--- config.mk ---
export PLATFORM = sky130hd
export DESIGN_NAME = pipeline_memp_dispatch
export DESIGN_NICKNAME = d
export VERILOG_FILES = /design/src/rtl/pipeline_memp_dispatch.sv
export SDC_FILE = /design/constraint.sdc
export NUM_CORES = 1
export LEC_CHECK = 0
export BUFFER_PORTS_ARGS = -buffer_cell sky130_fd_sc_hd__clkbuf_2
export CORE_AREA = 2 2 190 192
export CTS_CLUSTER_DIAMETER = 60
export DETAILED_ROUTE_END_ITERATION = 8
export DIE_AREA = 0 0 192 194
export PLACE_DENSITY = 0.67
export SETUP_SLACK_MARGIN = 0.05
export SLEW_MARGIN = 10
export SYNTH_ARGS = -nofsm -noshare
export SYNTH_HDL_FRONTEND = slang
export SYNTH_SLANG_ARGS = --single-unit
--- constraint.sdc ---
create_clock -name clk -period 3.27 [get_ports clk]
set_input_delay 0.327 -clock clk [delete_from_list [all_inputs] [get_ports clk]]
set_output_delay 0.327 -clock clk [all_outputs]
set_load 0.02 [all_outputs]
--- src/rtl/pipeline_memp_dispatch.sv ---
// rtl/pipeline_memp_dispatch.sv - EXA->MEMP stage register with address-decoded channel request dispatch
// Optional alignment fault checking is enabled by defining MEMP_MISALIGN_CHECK_EN.
module pipeline_memp_dispatch #(
   parameter int XLEN   = 64,
   parameter int NUM_CH = 2,
   parameter logic [NUM_CH*XLEN-1:0] CH_BASE = {64'h8000_0000, 64'h0},
   parameter logic [NUM_CH*XLEN-1:0] CH_MASK = {64'hFFFF_FFFF_8000_0000, 64'hFFFF_FFFF_8000_0000}
) (
   input  logic              clk,
   input  logic              reset,
   input  logic              stall,
   input  logic              flush,
   input  logic              valid_EXA,
   input  logic [XLEN-1:0]   pc_EXA,
   input  logic              rf_wr_en_EXA,
   input  logic [1:0]        rf_wr_sel_EXA,
   input  logic [XLEN-1:0]   alu_result_EXA,
   input  logic [2:0]        dm_rd_ctrl_EXA,
   input  logic [2:0]        dm_wr_ctrl_EXA,
   input  logic [1:0]        acc_size_EXA,
   input  logic [XLEN-1:0]   reg_data2_EXA,
   input  logic [4:0]        rd_EXA,
   output logic [NUM_CH-1:0] ch_req_valid,
   input  logic [NUM_CH-1:0] ch_req_ready,
   output logic [XLEN-1:0]   ch_addr,
   output logic [XLEN-1:0]   ch_wdata,
   output logic [2:0]        ch_rd_ctrl,
   output logic [2:0]        ch_wr_ctrl,
   output logic              stall_req,
   output logic              valid_MEMP,
   output logic [XLEN-1:0]   pc_MEMP,
   output logic              rf_wr_en_MEMP,
   output logic [1:0]        rf_wr_sel_MEMP,
   output logic [XLEN-1:0]   alu_result_MEMP,
   output logic [4:0]        rd_MEMP,
   output logic [NUM_CH-1:0] ch_sel_MEMP,
   output logic              fault_MEMP
);

   typedef enum logic {S_IDLE, S_WAIT} state_t;
   state_t state;

   logic              mem_op;
   logic              misalign;
   logic [NUM_CH-1:0] hit_oh;
   logic              hit_any;
   logic              issue;
   logic              ready_hit;

   assign mem_op = valid_EXA & ((dm_rd_ctrl_EXA != 3'd0) | (dm_wr_ctrl_EXA != 3'd0));

   // Priority decode: the first matching channel (lowest index) claims the access.
   always_comb begin
      hit_oh  = '0;
      hit_any = 1'b0;
      for (int i = 0; i < NUM_CH; i++) begin
         if (!hit_any &&
             ((alu_result_EXA & CH_MASK[i*XLEN +: XLEN]) == CH_BASE[i*XLEN +: XLEN])) begin
            hit_oh[i] = 1'b1;
            hit_any   = 1'b1;
         end
      end
   end

`ifdef MEMP_MISALIGN_CHECK_EN
   always_comb begin
      misalign = 1'b0;
      case (acc_size_EXA)
         2'd1:    misalign = alu_result_EXA[0];
         2'd2:    misalign = |alu_result_EXA[1:0];
         2'd3:    misalign = |alu_result_EXA[2:0];
         default: misalign = 1'b0;
      endcase
   end
`else
   logic unused_acc_size;
   assign unused_acc_size = ^acc_size_EXA;
   assign misalign        = 1'b0;
`endif

   assign issue     = mem_op & hit_any & ~misalign;
   assign ready_hit = |(ch_req_valid & ch_req_ready);
   assign stall_req = (state == S_WAIT) & ~ready_hit;

   always_ff @(posedge clk or negedge reset) begin
      if (!reset) begin
         state           <= S_IDLE;
         ch_req_valid    <= '0;
         ch_addr         <= '0;
         ch_wdata        <= '0;
         ch_rd_ctrl      <= '0;
         ch_wr_ctrl      <= '0;
         valid_MEMP      <= 1'b0;
         pc_MEMP         <= '0;
         rf_wr_en_MEMP   <= 1'b0;
         rf_wr_sel_MEMP  <= '0;
         alu_result_MEMP <= '0;
         rd_MEMP         <= '0;
         ch_sel_MEMP     <= '0;
         fault_MEMP      <= 1'b0;
      end else if (state == S_WAIT && !ready_hit) begin
         // Request is never withdrawn; a flush only kills the instruction.
         if (flush)
            valid_MEMP <= 1'b0;
      end else if (!stall) begin
         // IDLE, or WAIT completing this cycle: take the next instruction back-to-back.
         valid_MEMP      <= valid_EXA & ~flush;
         pc_MEMP         <= pc_EXA;
         rf_wr_en_MEMP   <= rf_wr_en_EXA;
         rf_wr_sel_MEMP  <= rf_wr_sel_EXA;
         alu_result_MEMP <= alu_result_EXA;
         rd_MEMP         <= rd_EXA;
         fault_MEMP      <= mem_op & (~hit_any | misalign);
         if (issue) begin
            state        <= S_WAIT;
            ch_req_valid <= hit_oh;
            ch_sel_MEMP  <= hit_oh;
            ch_addr      <= alu_result_EXA;
            ch_wdata     <= reg_data2_EXA;
            ch_rd_ctrl   <= dm_rd_ctrl_EXA;
            ch_wr_ctrl   <= dm_wr_ctrl_EXA;
         end else begin
            state        <= S_IDLE;
            ch_req_valid <= '0;
            ch_sel_MEMP  <= '0;
            ch_addr      <= '0;
            ch_wdata     <= '0;
            ch_rd_ctrl   <= '0;
            ch_wr_ctrl   <= '0;
         end
      end else if (state == S_WAIT) begin
         state        <= S_IDLE;
         ch_req_valid <= '0;
         if (flush)
            valid_MEMP <= 1'b0;
      end
   end

endmodule

==> results.json, run 1 <==
{
  "max_cap_viol_count": 0,
  "slew_violations": 0,
  "crit_chain": "nand2_1 -> a31oi_4 -> buf_12 -> buf_4 -> nand2_1 -> nand2_1",
  "criticalPathCategory": "flip-flop to flip-flop",
  "cp_top_family": "buffers and inverters",
  "rows": 69,
  "wl_per_cell_um": 16.22,
  "fin_area_um2": 15270,
  "post_cts_buffers": 0,
  "fmax_ghz": 0.5181,
  "crit_buf_inv": 2,
  "seq_area_um2": 6932,
  "pre_cts_slack_ps": 934.8,
  "grt_pass1_wl_um": 53890,
  "crit_path_max_incr_delay_ps": 420,
  "setup_viol": 0,
  "synth_nets": 1368,
  "multiInputGateArea_um2": 3533,
  "num-nets-final": 1864,
  "r2r_setup_slack_ps": 1340,
  "chipHeight_um": 194,
  "synth_cells": 1153,
  "tightest_slew_ps": 914.0,
  "arrival_ps": 2370,
  "io_pins": 492,
  "core_area_um2": 35220,
  "grt_usage": 0.1792,
  "root_buffer": "clkbuf_16",
  "start_util": 0.3070,
  "setup_tns_ps": 0,
  "antenna_cells": 0,
  "crit_required_ps": 3710,
  "period_share": 0.5902,
  "die_width_um": 192,
  "vdd_drop_max_v": 0.0004305,
  "clkSlewWorstSetupHoldPaths_ps": 60,
  "dieArea_um2": 37250,
  "netlist_area_um2": 10820,
  "nFillCells": 3353,
  "slowest_stage": "a31oi_4",
  "grt_setup_unrepaired": "false",
  "start_kind": "flip-flop",
  "setup_slack_ps": 1340,
  "clk_latency_ps": 500,
  "htree_levels": 2,
  "timing.slew.headroom": 0.3907,
  "hold_viol": 0,
  "cp_max_fo": 62,
  "wl_um": 34610,
  "clock_sinks": 277,
  "io_buffer_count": 489,
  "leakage_nw": 8.267,
  "drive_gt1_frac": 0.3389,
  "synth_seq_cells": 277,
  "cpMostUsedCell": "nand2_1",
  "place_congestion": 0.8264,
  "viasPerCell": 4.739,
  "hold_class": "input pin to flip-flop",
  "drt-initial-drc-count": 371,
  "numCtsBuffers": 34,
  "period_minus_slack_ps": 1930,
  "routed-via-count": 10110,
  "grt_overflow": 0,
  "placed_cell_area_um2": 13760,
  "status": "finished, final reports clean",
  "grt_antenna_before_repair": 0,
  "cts_tree": "done",
  "synth_cell_types": 29,
  "synth_warnings": 0,
  "synth.avg_cell_area_um2": 9.380,
  "drc": 0,
  "first_global_vias": 10040,
  "fin_total_pwr_mw": 8.352,
  "grt_max_degree": 102,
  "ant_nets": 0,
  "cts.path.max_buffers": 3,
  "area_growth_pct": 41.23,
  "powerDensity_nw_per_um2": 546.8,
  "seq_area_frac_synth": 0.6409,
  "end_kind": "flip-flop",
  "drt-pass1-iter-count": 5,
  "hpwl_um": 23600,
  "fin_skew_ps": 11.53
}
[cell usage after synthesis]
cell      count  share of area
o21ai_1       3         0.0014
a31oi_2       1         0.0012
o41ai_1       2         0.0016
a21o_1        1        0.00069
nor4_2        1         0.0012
dfrtp_1     277           0.64
inv_1         1        0.00035
nand4_1      98          0.057
a31o_2        1        0.00081
nand3_1       1        0.00046
nand2_1     524           0.18
and2_1       33          0.019
a22o_1        1        0.00081
buf_6         2         0.0021
and3_1        1        0.00058
o21ai_0      98          0.045
nor2b_1       1        0.00058
or2_1         1        0.00058
buf_1         1        0.00035
nor4_1        8         0.0046
clkbuf_2      1        0.00046
clkbuf_1     78          0.027
nand2b_1      1        0.00058
buf_2         7         0.0032
buf_8         1         0.0014
o31ai_2       1         0.0012
nor2_1        1        0.00035
o31ai_1       6         0.0042
nor3_1        1        0.00046
[registers in the layout, summed over array words and instances, names as in the netlist]
signal	count
alu_result_MEMP	64
ch_addr	64
ch_rd_ctrl	3
ch_req_valid	2
ch_sel_MEMP	2
ch_wdata	64
ch_wr_ctrl	3
fault_MEMP	1
pc_MEMP	64
rd_MEMP	5
rf_wr_en_MEMP	1
rf_wr_sel_MEMP	2
state	1
valid_MEMP	1
[where the power goes]
| part | internal (mW) | switching, mW |
|---|---|---|
| combinational | 0.335 | 0.633 |
| sequential | 3.58 | 0.0869 |
| clock | 2.22 | 1.49 |
| total | 6.14 | 2.21 |
[cells in the final DEF (no fill, tap or decap), types with 3 or more instances in the layout]
master	netlist	final
o31ai_1	6	6
nand4_1	98	98
clkbuf_16	0	34
dfrtp_1	277	277
buf_12	0	8
clkinv_2	0	4
nor4_1	8	8
buf_4	0	13
and2_1	33	33
nand2_1	524	523
inv_8	0	4
clkbuf_1	78	8
clkbuf_2	1	487
clkbuf_8	0	5
o21ai_0	98	98
dlygate4sd3_1	0	41
o21ai_1	3	3
[stage by stage]
stage / std cells / hold slack (ps) / utilization
2_1_floorplan: 1153 / 31.41 / -
3_3_place_gp: 2033 / 402.6 / 0.3905
3_5_place_dp: 2033 / 408.8 / 0.3905
4_1_cts: 2134 / 0.06978 / 0.4336
5_1_grt: 2134 / 6.540 / 0.4336
6_report: 2134 / 23.78 / 0.4336
[repair_timing]
| action | CTS | global route |
|---|---|---|
| gates resized for setup | 0 | 0 |
| endpoints found under the hold margin | 123 | 0 |
| hold buffers | 41 | 0 |
| setup endpoints to repair | 0 | 0 |
[final timing paths]
check | end | depth (start not counted) | start
worst max-delay path | pc_MEMP[8] | 6 | ch_req_valid[0]
worst min-delay path | pc_MEMP[7] | 3 | pc_EXA[7]
worst max register to register | pc_MEMP[8] | 6 | ch_req_valid[0]
worst min register to register | alu_result_MEMP[41] | 2 | alu_result_MEMP[41]
max in group asynchronous | ch_addr[34] | 3 | reset
min in group asynchronous | pc_MEMP[41] | 2 | reset
[cell families (layout without fill, tap and decap cells)]
group                  count (synthesis)  count (layout)  synth area share
DFF                                  277             277            0.6409
AOI/OAI and AO/OA                    114             114           0.05715
buffers and inverters                 91             611           0.03494
and+or+nand+nor                      671             671            0.2670
[worst register-to-register path, cell delays in order (launching register included)]
cell and delay [ps]:
dfrtp_1 380, nand2_1 150, a31oi_4 420, buf_12 310, buf_4 400, nand2_1 150, nand2_1 70
[routing by layer]
layer | GRT usage | up-vias | part of all wire
met5 | 0 | - | 0
met4 | 0.06616 | 0 | 0.033
met3 | 0.04507 | 79 | 0.084
met2 | 0.3031 | 442 | 0.48
met1 | 0.2200 | 4829 | 0.40
li1 | - | 4762 | -
[final cells by class]
cell class / instances / share of cell area
multi-input cells: 785 / 0.2313
repair buffers: 550 / 0.2043
clock inverters: 13 / 0.01040
well taps: 461 / 0.03776
inverters: 1 / 0.0002457
clock buffers: 47 / 0.06217
flip-flops and latches: 277 / 0.4538
(Power assumes the default switching activity.)
==> run 2: changes to the inputs <==
- clock period: 3.27 -> 1.8 ns (I/O delays scaled with it)
==> results.json, run 2 (same netlist as run 1, synthesis figures left out) <==
{
  "status": "finished, final reports clean",
  "drc": 0,
  "powerDensity_nw_per_um2": 890.0,
  "period_minus_slack_ps": 1721,
  "core_area_um2": 35220,
  "grt_max_degree": 72,
  "end_kind": "flip-flop",
  "arrival_ps": 2170,
  "ant_nets": 0,
  "placed_cell_area_um2": 14050,
  "tightest_slew_ps": 486.8,
  "grt_usage": 0.1951,
  "slew_violations": 0,
  "dieArea_um2": 37250,
  "crit_required_ps": 2250,
  "rows": 69,
  "clk_latency_ps": 560,
  "area_growth_pct": 59.09,
  "grt_antenna_before_repair": 0,
  "wl_per_cell_um": 16.34,
  "wl_um": 37890,
  "vdd_drop_max_v": 0.0007383,
  "io_buffer_count": 489,
  "holdWs_ps": 23.62,
  "crit_path_max_incr_delay_ps": 540,
  "fin_area_um2": 17210,
  "period_share": 0.9558,
  "max_cap_viol_count": 0,
  "cp_max_fo": 35,
  "criticalPathCategory": "input pin to flip-flop",
  "setup_slack_ps": 79.49,
  "first_global_vias": 11220,
  "layout_common_cells": "nand2_1 (521), clkbuf_2 (486), dfrtp_1 (277), dlygate4sd3_1 (208), nand4_1 (98)",
  "fin_skew_ps": 11.96,
  "setup_tns_ps": 0,
  "antenna_cells": 0,
  "hpwl_um": 24400,
  "placed_cells": 2055,
  "slowest_stage": "dlygate4sd3_1",
  "timing.slew.headroom": 0.6754,
  "clkSlewWorstSetupHoldPaths_ps": 60,
  "num-nets-final": 2050,
  "reg2reg_from": "ch_req_valid[0]",
  "numCtsBuffers": 31,
  "cp-startpoint": "alu_result_EXA[52]",
  "final-instance-count-excl-fill": 2319,
  "chipHeight_um": 194,
  "crit_chain": "dlygate4sd3_1 -> clkbuf_2 -> nor4_2 -> nand4_1 -> or2_4 -> buf_12 -> o31ai_1",
  "start_util": 0.3070,
  "hold_path.startpoint": "ch_req_ready[1]",
  "drt-pass1-iter-count": 5,
  "place_congestion": 0.8893,
  "htree_levels": 1,
  "routed-via-count": 11000,
  "die_width_um": 192,
  "hold_class": "input pin to flip-flop",
  "cts.path.max_buffers": 3,
  "layout_commonest_cell": "nand2_1",
  "viasPerCell": 4.741,
  "grt_overflow": 0,
  "drive_gt1_frac": 0.3208,
  "leakage_nw": 9.099,
  "io_pins": 492,
  "clock_sinks": 277,
  "start_kind": "input pin",
  "root_buffer": "clkbuf_16",
  "hold_viol": 0,
  "grt_setup_unrepaired": "true",
  "pre_cts_slack_ps": -69.38,
  "grt_pass1_wl_um": 58600,
  "setup_viol": 0,
  "cts_tree": "done",
  "fmax_ghz": 0.5812,
  "drt-initial-drc-count": 538
}
[run 2: changes by cell type in the layout (fill, tap and decap cells not counted), moves of 3 or more]
| cell | before | now |
|---|---|---|
| dlygate4sd3_1 | 41 | 208 |
| buf_4 | 13 | 26 |
| clkbuf_16 | 34 | 31 |
| clkinv_2 | 4 | 9 |
| clkinv_4 | 0 | 4 |
| inv_8 | 4 | 1 |
| clkbuf_1 | 8 | 3 |
| buf_12 | 8 | 18 |
[run 2: what timing repair did]
action                     4_1_cts  5_1_grt
hold endpoints to repair       448        0
pin swaps                        0        1
gates resized for setup          3        6
setup endpoints to repair        1       44
hold buffers                   208        0
buffers inserted                 0        0
[run 2: cell type report]
cell class	instances	area (um2)
sequential	277	6932
tap	461	576.8
fill	3088	18020
clock inverter	18	211.5
inverter	1	3.754
multi-input combinational	785	3556
timing repair buffer	739	5085
clock buffer	38	842.1
[run 2: metal layers]
layer | track usage | vias to the layer above | part of all wire
li1 | - | 5138 | -
met1 | 0.2321 | 5170 | 0.39
met2 | 0.3222 | 557 | 0.47
met3 | 0.04724 | 130 | 0.083
met4 | 0.1094 | 0 | 0.057
met5 | 0 | - | 0
[run 2: worst paths after layout]
kind	endpoint	slack, ps	depth (start not counted)
max in group asynchronous	ch_req_valid[1]	890	3
min in group asynchronous	pc_MEMP[37]	190	2
setup reg to reg	pc_MEMP[47]	190	6
setup / recovery	ch_wr_ctrl[0]	80	7
hold / removal	state	20	4
hold reg to reg	pc_MEMP[44]	470	2
[run 2: where the power goes]
part | total, mW | internal [mW] | switching (mW) | leakage (nW)
combinational | 2.14 | 0.893 | 1.25 | 4.95
sequential | 6.67 | 6.50 | 0.166 | 3.62
clock | 6.50 | 3.90 | 2.60 | 0.529
[run 2: critical path: cells and delay by family]
family | cells | cell delay [ps]
buffers and inverters | 3 | 850
AOI/OAI and AO/OA | 1 | 260
and+or+nand+nor | 3 | 850
[run 2: stage by stage]
| step | utilization | power, mW |
|---|---|---|
| 6_report | 0.4885 | 15.31 |
| 3_3_place_gp | 0.3988 | 8.499 |
| 5_1_grt | 0.4885 | 15.91 |
| 4_1_cts | 0.4879 | 15.43 |
| 2_1_floorplan | - | 7.570 |
| 3_5_place_dp | 0.3988 | 8.525 |
==> run 3: changes to the inputs <==
- MAX_ROUTING_LAYER: default -> met4
==> results.json, run 3 (same netlist as run 1, synthesis figures left out) <==
{
  "vdd_drop_max_v": 0.0007377,
  "grt_antenna_before_repair": 0,
  "wl_per_cell_um": 16.30,
  "grt_max_degree": 72,
  "cts_tree": "done",
  "drc": 0,
  "fin_area_um2": 17210,
  "root_buffer": "clkbuf_16",
  "layout_commonest_cell": "nand2_1",
  "grt_overflow": 0,
  "status": "finished, final reports clean",
  "hold_viol": 0,
  "setup_slack_ps": 80.07,
  "ant_nets": 0,
  "clk_latency_ps": 550,
  "criticalPathCategory": "input pin to flip-flop",
  "rows": 69,
  "end_kind": "flip-flop",
  "slew_violations": 0,
  "start_kind": "input pin",
  "holdWs_ps": 27.20,
  "chipHeight_um": 194,
  "setup_viol": 0,
  "drt-pass1-iter-count": 5,
  "pre_cts_slack_ps": -69.38,
  "io_pins": 492,
  "arrival_ps": 2170,
  "htree_levels": 1,
  "drt-initial-drc-count": 553,
  "hpwl_um": 24400,
  "start_util": 0.3070,
  "die_width_um": 192,
  "clock_sinks": 277,
  "num-nets-final": 2050,
  "wl_um": 37800,
  "tightest_slew_ps": 482.3,
  "fin_skew_ps": 8.866,
  "numCtsBuffers": 31,
  "timing.slew.headroom": 0.6785,
  "clkSlewWorstSetupHoldPaths_ps": 60,
  "viasPerCell": 4.745,
  "dieArea_um2": 37250,
  "layout_common_cells": "nand2_1 (521), clkbuf_2 (486), dfrtp_1 (277), dlygate4sd3_1 (208), nand4_1 (98)",
  "period_minus_slack_ps": 1720,
  "nFillCells": 3088,
  "core_area_um2": 35220,
  "io_buffer_count": 489,
  "fmax_ghz": 0.5814,
  "hold_class": "input pin to flip-flop",
  "drive_gt1_frac": 0.3208,
  "leakage_nw": 9.099,
  "placed_cells": 2055,
  "post_cts_buffers": 0,
  "max_cap_viol_count": 0,
  "grt_setup_unrepaired": "true",
  "antenna_cells": 0,
  "powerDensity_nw_per_um2": 889.2,
  "cp_max_fo": 35,
  "grt_pass1_wl_um": 58570,
  "routed-via-count": 11000,
  "period_share": 0.9555,
  "placed_cell_area_um2": 14050,
  "first_global_vias": 11230,
  "place_congestion": 0.9042,
  "final-instance-count-excl-fill": 2319,
  "area_growth_pct": 59.09,
  "crit_required_ps": 2250,
  "post-route-util": 0.4885,
  "grt_usage": 0.2009,
  "cts.path.max_buffers": 3
}
-- run 3: through the flow --
step | power (mW) | setup TNS, ps
after CTS | 15.43 | 0
final | 15.30 | 0
after global routing | 15.91 | 0
after floorplan | 7.570 | 0
after detailed placement | 8.525 | -371.0
after global placement | 8.499 | -4.899
-- run 3: area by class of cell --
type	instances	area [um2]	share of cell area
well taps	461	576.8	0.03352
multi-input cells	785	3556	0.2067
clock inverters	18	211.5	0.01229
flip-flops and latches	277	6932	0.4029
clock buffers	38	842.1	0.04894
repair buffers	739	5085	0.2955
inverters	1	3.754	0.0002182
-- run 3: repair_timing --
action	CTS	global route
cloned	0	0
pin swaps	0	1
gates resized for setup	3	6
hold buffers	208	0
endpoints found under the hold margin	448	0
setup endpoints to repair	1	43
-- run 3: worst paths after layout --
check | startpoint | endpoint | slack, ps | depth (start not counted)
worst max-delay path | alu_result_EXA[52] | ch_wr_ctrl[0] | 80 | 7
max in group asynchronous | reset | ch_req_valid[0] | 890 | 3
min in group asynchronous | reset | pc_MEMP[37] | 200 | 2
worst max register to register | ch_req_valid[0] | pc_MEMP[47] | 190 | 6
worst min-delay path | ch_req_ready[1] | state | 30 | 4
worst min register to register | pc_MEMP[44] | pc_MEMP[44] | 470 | 2
-- run 3: worst max-delay path, stage by stage --
cell and delay, ps:
dlygate4sd3_1 540, clkbuf_2 120, nor4_2 310, nand4_1 190
or2_4 350, buf_12 190, o31ai_1 260
-- run 3: layer usage --
layer | part of all wire | vias up | GRT usage | wire length, um
met5 | 0 | - | - | 0
met4 | 0.057 | 0 | 0.1103 | 2156
met3 | 0.082 | 133 | 0.04000 | 3096
met2 | 0.48 | 558 | 0.3230 | 17970
met1 | 0.39 | 5172 | 0.2354 | 14580
li1 | - | 5140 | - | -
-- run 3: power by group --
group | total [mW] | internal (mW) | switching (mW)
Combinational | 2.14 | 0.893 | 1.25
Sequential | 6.67 | 6.50 | 0.166
Clock | 6.49 | 3.90 | 2.59
Total | 15.3 | 11.3 | 4.00
